**src/rtl/fscale_pipe.sv**
```systemverilog
// Purpose: IEEE-754 single-precision scale by 2^k (k signed) with overflow/underflow flags.
// Latency: STAGES cycles from accept to out_valid; all arithmetic happens ahead of stage 1.
// Backpressure: one global enable (!out_valid || out_ready) freezes every stage; in_ready = enable.
module fscale_pipe #(
  parameter int KW     = 8,
  parameter int STAGES = 2
) (
  input  logic          clk,
  input  logic          rst,
  input  logic          in_valid,
  output logic          in_ready,
  input  logic [31:0]   op,
  input  logic [KW-1:0] k,
  output logic          out_valid,
  input  logic          out_ready,
  output logic [31:0]   result,
  output logic          ovf,
  output logic          unf
);

  // Wide enough that exp (0..255) plus any sign-extended k can never wrap.
  localparam int EW = ((KW > 9) ? KW : 9) + 2;

  logic                 w_sign;
  logic [7:0]           w_exp;
  logic [22:0]          w_fra;
  logic signed [EW-1:0] w_e;
  logic [31:0]          w_res;
  logic                 w_ovf;
  logic                 w_unf;
  logic                 w_en;

  logic                 r_vld [STAGES];
  logic [31:0]          r_res [STAGES];
  logic                 r_ovf [STAGES];
  logic                 r_unf [STAGES];

  assign w_sign = op[31];
  assign w_exp  = op[30:23];
  assign w_fra  = op[22:0];
  assign w_e    = $signed({{(EW-8){1'b0}}, w_exp}) + $signed({{(EW-KW){k[KW-1]}}, k});

  // Exponent adjust: specials pass through, denormals flush, out-of-range saturates or flushes.
  always_comb begin
    w_res = {w_sign, w_exp, w_fra};
    w_ovf = 1'b0;
    w_unf = 1'b0;
    if (w_exp == 8'hFF) begin
      w_res = op;
    end else if (w_exp == 8'h00) begin
      w_res = {w_sign, 31'b0};
    end else if (w_e >= $signed(EW'(255))) begin
      w_res = {w_sign, 8'hFF, 23'b0};
      w_ovf = 1'b1;
    end else if (w_e <= $signed(EW'(0))) begin
      w_res = {w_sign, 31'b0};
      w_unf = 1'b1;
    end else begin
      w_res = {w_sign, w_e[7:0], w_fra};
    end
  end

  // A full output that is not being taken stalls the whole pipe, bubbles included.
  assign w_en     = !r_vld[STAGES-1] || out_ready;
  assign in_ready = w_en;

  // Stage 1 captures the finished result; later stages are pure delay.
  always_ff @(posedge clk) begin
    if (rst) begin
      for (int i = 0; i < STAGES; i++) begin
        r_vld[i] <= 1'b0;
        r_res[i] <= 32'b0;
        r_ovf[i] <= 1'b0;
        r_unf[i] <= 1'b0;
      end
    end else if (w_en) begin
      r_vld[0] <= in_valid;
      r_res[0] <= w_res;
      r_ovf[0] <= w_ovf;
      r_unf[0] <= w_unf;
      for (int i = 1; i < STAGES; i++) begin
        r_vld[i] <= r_vld[i-1];
        r_res[i] <= r_res[i-1];
        r_ovf[i] <= r_ovf[i-1];
        r_unf[i] <= r_unf[i-1];
      end
    end
  end

  assign out_valid = r_vld[STAGES-1];
  assign result    = r_res[STAGES-1];
  assign ovf       = r_ovf[STAGES-1];
  assign unf       = r_unf[STAGES-1];

endmodule

```
**config.mk**
```make
export PLATFORM = sky130hd
export DESIGN_NAME = fscale_pipe
export DESIGN_NICKNAME = d
export VERILOG_FILES = /design/src/rtl/fscale_pipe.sv
export SDC_FILE = /design/constraint.sdc
export NUM_CORES = 1
export LEC_CHECK = 0
export ABC_AREA = 1
export CAP_MARGIN = 20
export CELL_PAD_IN_SITES_DETAIL_PLACEMENT = 1
export CELL_PAD_IN_SITES_GLOBAL_PLACEMENT = 1
export CORE_MARGIN = 2
export CORE_UTILIZATION = 42
export CTS_CLUSTER_DIAMETER = 200
export DETAILED_ROUTE_END_ITERATION = 6
export GPL_TIMING_DRIVEN = 0
export PLACE_DENSITY_LB_ADDON = 0.1
export SETUP_SLACK_MARGIN = 0.15
export SYNTH_ARGS = -nofsm -noshare
export SYNTH_HDL_FRONTEND = slang
export SYNTH_SLANG_ARGS = --single-unit
```
**constraint.sdc**
```tcl
create_clock -name clk -period 9.8 [get_ports clk]
set_clock_uncertainty 0.05 [all_clocks]
set_input_delay 1.96 -clock clk [delete_from_list [all_inputs] [get_ports clk]]
set_output_delay 1.96 -clock clk [all_outputs]
set_load 0.005 [all_outputs]
```
-- After elaboration in Yosys (flattened, before gate mapping)
Memories as Yosys holds them, arrays and structs flattened.
Index checks and enable logic that the tools add are counted.
- bits in registers: 0
- bits in latches: 0
- bits in writable memories: 70
- memory bits (read-only): 0
- input bits: 44
- output and inout port bits: 36
- logic and storage cells: 43
- memories kept: 4
- add/sub/neg operators: 1
- multiply operators: 0
- divide/modulo/power cells: 0
- order comparisons: 2
- equality and inequality tests: 1
- shifts and indexed selects: 0
- muxes and demuxes: 24
- bitwise logic cells: 8
- reductions and logical operators: 3
- memories (memory ; words ; width ; rd ports ; clocked after Yosys merged registers in ; write ports ; RTL line ; text):
    r_res ; 2 ; 32 ; 2 ; 0 ; 2 ; 34 ; logic [31:0] r_res [STAGES];
    r_ovf ; 2 ; 1 ; 2 ; 0 ; 2 ; 35 ; logic r_ovf [STAGES];
    r_unf ; 2 ; 1 ; 2 ; 0 ; 2 ; 36 ; logic r_unf [STAGES];
    r_vld ; 2 ; 1 ; 2 ; 0 ; 2 ; 33 ; logic r_vld [STAGES];
- operators by type and width (cell ; number):
    $mux W31 ; 4
    $mux W32 ; 2
    $mux W1 ; 18
    $add A9 B8 Y10 ; 1
    $ge A10 B9 Y1 const B ; 1
    $le A10 B1 Y1 const B ; 1
    $eq A8 B8 Y1 const B ; 1
    $logic_not A8 Y1 ; 1
    $or A1 B1 Y1 ; 8
    $logic_not A1 Y1 ; 1
    $logic_or A1 B1 Y1 ; 1

-- Logic depth before layout (Yosys ltp)
- word-level depth: 7
- mapped depth: 16

-- Worst setup path after synthesis
Ideal clock, no wire load.
- path type: input to register
- from: input port out_ready
- to: memory r_ovf[0][0], enable pin
- setup time: 0.907 ns
- data arrival time: 3.587 ns
- required time: 8.843 ns
- setup slack: 5.256 ns
- stages on the path: 2
- path buffers: 0
- cell sequence: inv_1 -> nand3_1
- RTL lines (what ; RTL line ; text):
    start, declared ; 15 ; input logic out_ready,
    end, declared ; 35 ;

-- Final worst setup path
- from: input port out_ready
- to: output port in_ready
- longest elaborated chain between the ends: 1
- ends and longest elaborated chain (what ; RTL line ; text):
    $logic_or A1 B1 Y1 ; 64 ; assign w_en = !r_vld[STAGES-1] || out_ready;
    end, declared ; 11 ; output logic in_ready,
Every way passes these cells.

==> out/metrics.yaml <==
run_status:
  outcome: "finished, final reports clean"
drt:
  vias_per_cell: 4.637
  antenna_left: 0
  post-route-drc-count: 0
  wl_per_cell_um: 13.05
  num_vias: 2787
  drt_first_pass_iters: 4
  drt-initial-drc-count: 69
  wirelength_mm: 7.843
worst_setup_path:
  crit_type: "input pin to output port"
  rr_worst_depth: 5
  start_kind: "input pin"
  startpoint: "out_ready"
  endpoint_kind: "output port"
  cp-endpoint: "in_ready"
  crit_arrival_ns: 3.09
  r2r_slack_ns: 7.78
  timing.rr.end: "r_res[0][37]"
  crit-reg2reg-launch: "r_vld[0][1]"
  crit_required_ns: 7.79
  cp_max_fo: 2
timing:
  fmax_ghz: 0.1961
  tns_ns: 0
  max_slew.worst_pin.slew_ns: 0.7656
  finalMaxSlewViolations: 0
  max_slew_margin_pct: 48.96
  grt_setup_unrepaired: "no"
  fin_ws_ns: 4.700
  finalSetupViolCount: 0
  min_period_over_period_pct: 52.04
  fin_crit_ns: 5.100
  final-hold-violation-count: 0
cts:
  cts_tree: "done"
  cts_resized: 0
  clock_path_buffers: 2
  clock_latency_ns: 0.33
  holdBufCountCts: 0
  cts-htree-levels: 3
  cts_sinks: 70
  clkTransAtPathRegs_ns: 0.07
  numCtsBuffers: 9
  post_cts_buffers: 0
  cts_root_buf: "clkbuf_8"
hold_path:
  hold_class: "flip-flop to flip-flop"
pwr:
  ir_worst_vdd_mv: 0.08131
  total_power_mw: 0.7080
  power.density_nw_per_um2: 142.6
  p_leak_nw: 2.168
global_route:
  grt_max_degree: 41
  track_usage_pct: 16.87
  grt_overflow_total: 0
  antenna_found_initial: 0
  first_global_vias: 2890
  grt_pass1_wl_mm: 13.05
synthesis:
  netlist.area_leader.share_pct: 55.06
  syn-num-nets: 451
  yosys-top-cells-area: "edfxtp_1 55%, nand2_1 7.2%, inv_1 6.7%, buf_4 6.3%, nor2_1 5.2%"
  synth_top_area_cell: "edfxtp_1"
  syn_area_per_cell_um2: 9.616
  syn_inst: 397
  synth_seq_area_share_pct: 55.06
  synthDistinctLibCells: 29
  syn-cell-area_um2: 3817
  ys_ff_latch: 70
  yosys_warnings: 0
final_layout:
  areaGrowthSynthToFinish_pct: 30.06
  area.sequential_um2: 2102
  diodes: 0
  drive_gt1_share_pct: 18.26
  layout.nets: 542
  num-fill-cells: 1008
  multi_input_area_um2: 1157
die:
  dieArea_um2: 9867
  io_pins: 80
  die_w_um: 99.34
  placementRows: 34
  die_h_um: 99.34
  start_util_pct: 43.56
  coreArea_um2: 8763
job:
  cap_violations: 0
place:
  hpwlAfterDp_mm: 6.010
  port_buffers: 79
  pre_cts_slack_ns: 4.700
  place_congestion: 0.7810
-- worst max-delay path, stage by stage --
cell and delay, ns:
clkdlybuf4s50_1 0.46, inv_1 0.07, nand2_1 0.09, clkdlybuf4s50_1 0.50
-- Yosys cell counts --
cell / n
nand2_4: 2
xnor2_1: 1
a21oi_2: 20
o21ai_0: 5
nor4_1: 2
nand2_2: 7
inv_2: 3
nand2_1: 73
clkbuf_1: 8
edfxtp_1: 70
inv_1: 68
nor2_8: 1
a21oi_1: 7
nor3_1: 1
buf_4: 32
ha_1: 9
buf_8: 2
buf_1: 1
nand3b_1: 1
nor2_4: 1
nand4_1: 5
or2_2: 1
and2_1: 1
fa_1: 1
o21bai_1: 1
nor2_1: 53
nand3_2: 3
nand3_1: 17
nor2_2: 1
-- kinds of logic after synthesis --
family                     after synthesis  share of synthesized area, %
adders and majority gates               10                         3.474
xor gates and xnor gates                 1                        0.2295
DFF                                     70                         55.06
buffers and inverters                  114                         14.95
AOI/OAI and AO/OA                       33                         6.358
and+or+nand+nor                        169                         19.93
-- power breakdown --
| group | internal, mW | total (mW) | switching, mW |
|---|---|---|---|
| clock | 0.117 | 0.227 | 0.109 |
| sequential | 0.348 | 0.353 | 0.00522 |
| combinational | 0.0637 | 0.128 | 0.0641 |
-- registers in the layout (all words and copies together) (netlist names) --
register	flops
r_vld	2
r_ovf	2
r_res	64
r_unf	2
-- metal layers --
metal | share of wire [%] | vias up | GRT usage (%)
li1 | - | 1419 | -
met1 | 43 | 1288 | 21.32
met2 | 50 | 69 | 28.85
met3 | 5.5 | 11 | 4.568
met4 | 1.4 | 0 | 4.320
met5 | 0 | - | 0
-- final cells by class --
type	count	share of cell area [%]
Buffer	43	6.124
Clock buffer	10	2.571
Clock inverter	6	1.235
Inverter	71	5.368
Multi-Input combinational cell	213	23.31
Sequential cell	70	42.34
Tap cell	108	2.722
Timing Repair Buffer	80	16.33
-- how the worst min path moves through the flow --
stage                      start  cells past startpoint            to
floorplan            r_ovf[0][0]                      2   r_ovf[0][1]
global placement     r_res[0][9]                      2  r_res[0][41]
detailed placement  r_res[0][25]                      2  r_res[0][57]
CTS                 r_res[0][26]                      2  r_res[0][58]
global route         r_res[0][1]                      2  r_res[0][33]
finish              r_res[0][26]                      2  r_res[0][58]
-- through the flow --
step / instances / utilization, % / hold slack, ns / cell area [um^2]
after global routing: 601 / 56.65 / 0.5222 / 4965
after detailed placement: 585 / 54.50 / 0.4867 / 4776
after floorplan: 397 / - / 0.4692 / 3817
after CTS: 601 / 56.65 / 0.5061 / 4965
after global placement: 584 / 54.13 / 0.4698 / 4743
final: 601 / 56.65 / 0.4983 / 4965
-- cell usage in the layout, fill, tap and decap left out, types with 2 or more instances in the layout --
cell type / count
nand2_1: 73
clkbuf_8: 9
clkinv_2: 3
clkbuf_1: 9
ha_1: 9
a21oi_1: 7
inv_2: 3
nand2_2: 7
o21ai_0: 5
nor2_1: 53
edfxtp_1: 70
inv_1: 68
buf_4: 32
a21oi_2: 20
nand2_4: 2
buf_8: 2
nor4_1: 2
nand4_1: 5
nand3_1: 16
nand3_2: 3
clkdlybuf4s50_1: 79
No activity file was read; power rests on OpenSTA's default activity.
